<file path="config.mk">
export PLATFORM = sky130hd
export DESIGN_NAME = if_stage_pipe_reg
export DESIGN_NICKNAME = d
export VERILOG_FILES = /design/src/rtl/if_stage_pipe_reg.sv
export SDC_FILE = /design/constraint.sdc
export NUM_CORES = 1
export LEC_CHECK = 0
export ABC_AREA = 1
export CORE_AREA = 2 2 81 83
export DETAILED_ROUTE_END_ITERATION = 7
export DIE_AREA = 0 0 83 85
export PLACE_DENSITY = 0.83
export SLEW_MARGIN = 20
export SYNTH_ARGS = -nofsm -noshare
export SYNTH_HDL_FRONTEND = slang
export SYNTH_SLANG_ARGS = --single-unit
</file>
<file path="constraint.sdc">
create_clock -name clk -period 2.05 [get_ports clk]
set_input_delay 0.41 -clock clk [delete_from_list [all_inputs] [get_ports clk]]
set_output_delay 0.41 -clock clk [all_outputs]
set_load 0.005 [all_outputs]
</file>
<file path="src/rtl/if_stage_pipe_reg.sv">
// IF->ID pipeline register with valid/ready handshake, flush and optional skid buffer.
// Define IF_STAGE_PIPE_REG_SKID_EN for a registered in_ready (adds the skid register and state TWO).
module if_stage_pipe_reg #(
  parameter int unsigned            PC_WIDTH    = 32,
  parameter int unsigned            INSTR_WIDTH = 32,
  parameter logic [INSTR_WIDTH-1:0] NOP_INSTR   = '0
) (
  input  logic                   clk,
  input  logic                   rst,
  input  logic                   flush,
  input  logic                   in_valid,
  output logic                   in_ready,
  input  logic [PC_WIDTH-1:0]    in_pc,
  input  logic [INSTR_WIDTH-1:0] in_instr,
  output logic                   out_valid,
  input  logic                   out_ready,
  output logic [PC_WIDTH-1:0]    out_pc,
  output logic [INSTR_WIDTH-1:0] out_instr
);

`ifdef IF_STAGE_PIPE_REG_SKID_EN
  typedef enum logic [1:0] {EMPTY = 2'd0, ONE = 2'd1, TWO = 2'd2} state_t;
`else
  typedef enum logic [0:0] {EMPTY = 1'b0, ONE = 1'b1} state_t;
`endif

  state_t                 state_q, state_d;
  logic [PC_WIDTH-1:0]    pc_d;
  logic [INSTR_WIDTH-1:0] instr_d;
  logic                   accept, take;

`ifdef IF_STAGE_PIPE_REG_SKID_EN
  logic [PC_WIDTH-1:0]    skid_pc_q, skid_pc_d;
  logic [INSTR_WIDTH-1:0] skid_instr_q, skid_instr_d;
`else
  // Without a skid slot the register can only take a new beat if the current one leaves.
  assign in_ready = !out_valid | out_ready;
`endif

  assign accept = in_valid & in_ready;
  assign take   = out_valid & out_ready;

  // Next-state and next-data selection; out_pc/out_instr act as the main register.
  always_comb begin
    state_d = state_q;
    pc_d    = out_pc;
    instr_d = out_instr;
`ifdef IF_STAGE_PIPE_REG_SKID_EN
    skid_pc_d    = skid_pc_q;
    skid_instr_d = skid_instr_q;
`endif
    if (flush) begin
      state_d = EMPTY;
      pc_d    = '0;
      instr_d = NOP_INSTR;
`ifdef IF_STAGE_PIPE_REG_SKID_EN
      skid_pc_d    = '0;
      skid_instr_d = '0;
`endif
    end else begin
      case (state_q)
        EMPTY: begin
          if (accept) begin
            state_d = ONE;
            pc_d    = in_pc;
            instr_d = in_instr;
          end
        end
        ONE: begin
          if (accept && take) begin
            pc_d    = in_pc;
            instr_d = in_instr;
          end else if (take) begin
            state_d = EMPTY;
            pc_d    = '0;
            instr_d = NOP_INSTR;
`ifdef IF_STAGE_PIPE_REG_SKID_EN
          end else if (accept) begin
            state_d      = TWO;
            skid_pc_d    = in_pc;
            skid_instr_d = in_instr;
`endif
          end
        end
`ifdef IF_STAGE_PIPE_REG_SKID_EN
        TWO: begin
          if (take) begin
            state_d      = ONE;
            pc_d         = skid_pc_q;
            instr_d      = skid_instr_q;
            skid_pc_d    = '0;
            skid_instr_d = '0;
          end
        end
`endif
        default: begin
          state_d = EMPTY;
          pc_d    = '0;
          instr_d = NOP_INSTR;
        end
      endcase
    end
  end

  // State and output registers.
  always_ff @(posedge clk) begin
    if (rst) begin
      state_q   <= EMPTY;
      out_valid <= 1'b0;
      out_pc    <= '0;
      out_instr <= NOP_INSTR;
`ifdef IF_STAGE_PIPE_REG_SKID_EN
      skid_pc_q    <= '0;
      skid_instr_q <= '0;
      in_ready     <= 1'b1;
`endif
    end else begin
      state_q   <= state_d;
      out_valid <= (state_d != EMPTY);
      out_pc    <= pc_d;
      out_instr <= instr_d;
`ifdef IF_STAGE_PIPE_REG_SKID_EN
      skid_pc_q    <= skid_pc_d;
      skid_instr_q <= skid_instr_d;
      in_ready     <= (state_d != TWO);
`endif
    end
  end

endmodule

</file>
==> results.sh <==
export IMPL_status="complete, no violations"
export IMPL_worstPathRequired_ns=1.64
export IMPL_path_delay_family="buffers and inverters"
export IMPL_first_pass_iters=5
export IMPL_dpl_instance_area_mm2=0.00381
export IMPL_synthTopCellsByArea="dfxtp_1 52%, nand3_1 25%, a21oi_1 13%, buf_4 5.1%, buf_2 2.8%"
export IMPL_slew_headroom=0.566
export IMPL_fin_crit_ns=1.93
export IMPL_path_clk_slew_ns=0.06
export IMPL_yosysUniqueCellTypes=12
export IMPL_ys_seq_area_frac=0.516
export IMPL_fmax_mhz=518
export IMPL_hold_viol_final=0
export IMPL_fin_crit_sh=0.941
export IMPL_most_common_layout_cells="133 x clkdlybuf4s50_1, 128 x nand3_1, 65 x a21oi_1, 65 x dfxtp_1, 9 x clkbuf_8"
export IMPL_cts_tree="built"
export IMPL_hpwlAfterDp_um=4660
export IMPL_p_per_area_mw_per_mm2=682
export IMPL_regArea_mm2=0.00130
export IMPL_gr_total_overflow=0
export IMPL_clock_sinks=65
export IMPL_crit_chain="clkdlybuf4s50_1 > inv_2 > nand2_2 > clkdlybuf4s50_1"
export IMPL_core_mm2=0.00620
export IMPL_power_leakage_nw=1.40
export IMPL_avgRoutedWirePerCell_um=14.6
export IMPL_nNetsFinal=485
export IMPL_setup_viol=0
export IMPL_crit_buf_inv=3
export IMPL_cts_setup_buffers=0
export IMPL_io_buffers=134
export IMPL_antenna_found_initial=0
export IMPL_cts_inserted_buffers=9
export IMPL_cts_resized=0
export IMPL_yosys_warnings=0
export IMPL_clock_path_buffers=2
export IMPL_synth_fp_nets=367
export IMPL_crit_fanout=2
export IMPL_die_y_um=85
export IMPL_top_usage_layer="met2"
export IMPL_fin_area_mm2=0.00399
export IMPL_worstPathArrival_ns=1.52
export IMPL_vdd_drop_max_v=0.000419
export IMPL_grt_pass1_vias=2483
export IMPL_clkLatencyLatePin_ns=0.33
export IMPL_grt_max_degree=65
export IMPL_cp_start_kind="primary input"
export IMPL_cts_hold_fix_buffers=0
export IMPL_initial_core_util=0.406
export IMPL_htreeDepth=3
export IMPL_via_per_inst=5.37
export IMPL_ys_ff_latch=65
export IMPL_yosysTopAreaCellShare=0.516
export IMPL_synthesis_area_mm2=0.00252
export IMPL_final_util=0.643
export IMPL_yosysTopAreaCell="dfxtp_1"
export IMPL_gp_congestion=0.762
export IMPL_dieArea_mm2=0.00706
export IMPL_grt_pass1_wl_um=11500
export IMPL_multi_input_area_um2=1000
export IMPL_clock_skew_final_ns=0.00741
export IMPL_cp_slowest_stage_delay_ns=0.51
export IMPL_drive_gt1_frac=0.0619
export IMPL_remaining_drc_errors=0
export IMPL_die_width_um=83
export IMPL_cts_root_buf="clkbuf_8"
export IMPL_track_usage=0.199
export IMPL_grtUsageMet3=0.0749
export IMPL_ant_nets=0
export IMPL_synthCells=298
export IMPL_met1_usage=0.234
export IMPL_wl_um=7270
export IMPL_cp_end_kind="output port"
export IMPL_slowest_stage="clkdlybuf4s50_1"
export IMPL_worst_slew_pin_slew_ns=0.651
export IMPL_diodes=0
export IMPL_final_common_cell="clkdlybuf4s50_1"
export IMPL_fillers=551
export IMPL_finalMaxSlewViolations=0
export IMPL_crit_top_cell="clkdlybuf4s50_1"
export IMPL_rows=29
export IMPL_grtUsageMet2=0.331
export IMPL_avgSynthCellArea_um2=8.46
export IMPL_rsz0062_at_grt="no"
export IMPL_cap_violations=0
export IMPL_drt_iter0_markers=126
export IMPL_ios=135
export IMPL_min_path_type="reg -> reg"
export IMPL_final_setup_tns_ns=0
export IMPL_area_delta_synth_final_pct=58.2
export IMPL_crit_type="in -> out"
export IMPL_vias=2667
worst reg2reg max path, cell delays in order (launching register included):
cell     delay (ns)
dfxtp_1        0.37
nand2_2        0.10
buf_4          0.52
nand3_1        0.19
a21oi_1        0.18
cell type report:
type | count | share of cell area
clock inverters | 4 | 0.0113
multi-input cells | 198 | 0.251
inverters | 2 | 0.00188
clock buffers | 11 | 0.0329
repair buffers | 140 | 0.353
well taps | 77 | 0.0242
flip-flops and latches | 65 | 0.326
metal layers:
layer	up-vias	wire, um
met5	-	0
met4	0	59
met3	6	582
met2	104	3760
met1	1256	2870
li1	1301	-
registers in the layout (all words and copies together), names as in the netlist:
name       count
out_instr     32
out_pc        32
state_q        1
Yosys cell counts, drive strengths merged:
cell type / n
nand3: 128
a21oi: 65
dfxtp: 65
buf: 32
nand2: 3
inv: 2
clkbuf: 1
nor2: 1
or2: 1
cells by family (layout without fill, tap and decap cells):
logic type | count (synthesis) | after routing | synth area share
flip-flops | 65 | 65 | 0.516
buffers and inverters | 35 | 157 | 0.0873
AND/OR/NAND/NOR | 133 | 133 | 0.267
AO/OA/AOI/OAI | 65 | 65 | 0.129
power breakdown:
part / leakage (nW) / total [mW] / internal [mW] / switching, mW
logic: 0.779 / 0.394 / 0.234 / 0.161
registers: 0.529 / 1.33 / 1.30 / 0.0218
clock network: 0.0929 / 0.998 / 0.549 / 0.449
worst paths after layout:
check	startpoint	end	slack (ns)	depth (start not counted)
worst min-delay path	out_instr[4]	out_instr[4]	0.48	2
worst max register to register	state_q	out_pc[17]	0.64	4
worst max-delay path	out_ready	in_ready	0.12	4
worst min register to register	out_instr[4]	out_instr[4]	0.48	2
metrics by stage:
step	total power, mW	worst slack, ns	hold slack [ns]	std cells
2_1_floorplan	1.52	0.939	0.473	298
3_3_place_gp	1.74	0.119	0.466	482
3_5_place_dp	1.75	0.0655	0.473	482
4_1_cts	2.75	0.115	0.483	497
5_1_grt	2.85	0.0775	0.500	497
6_report	2.72	0.121	0.481	497
Note: power is estimated with default switching activity, not from simulation.
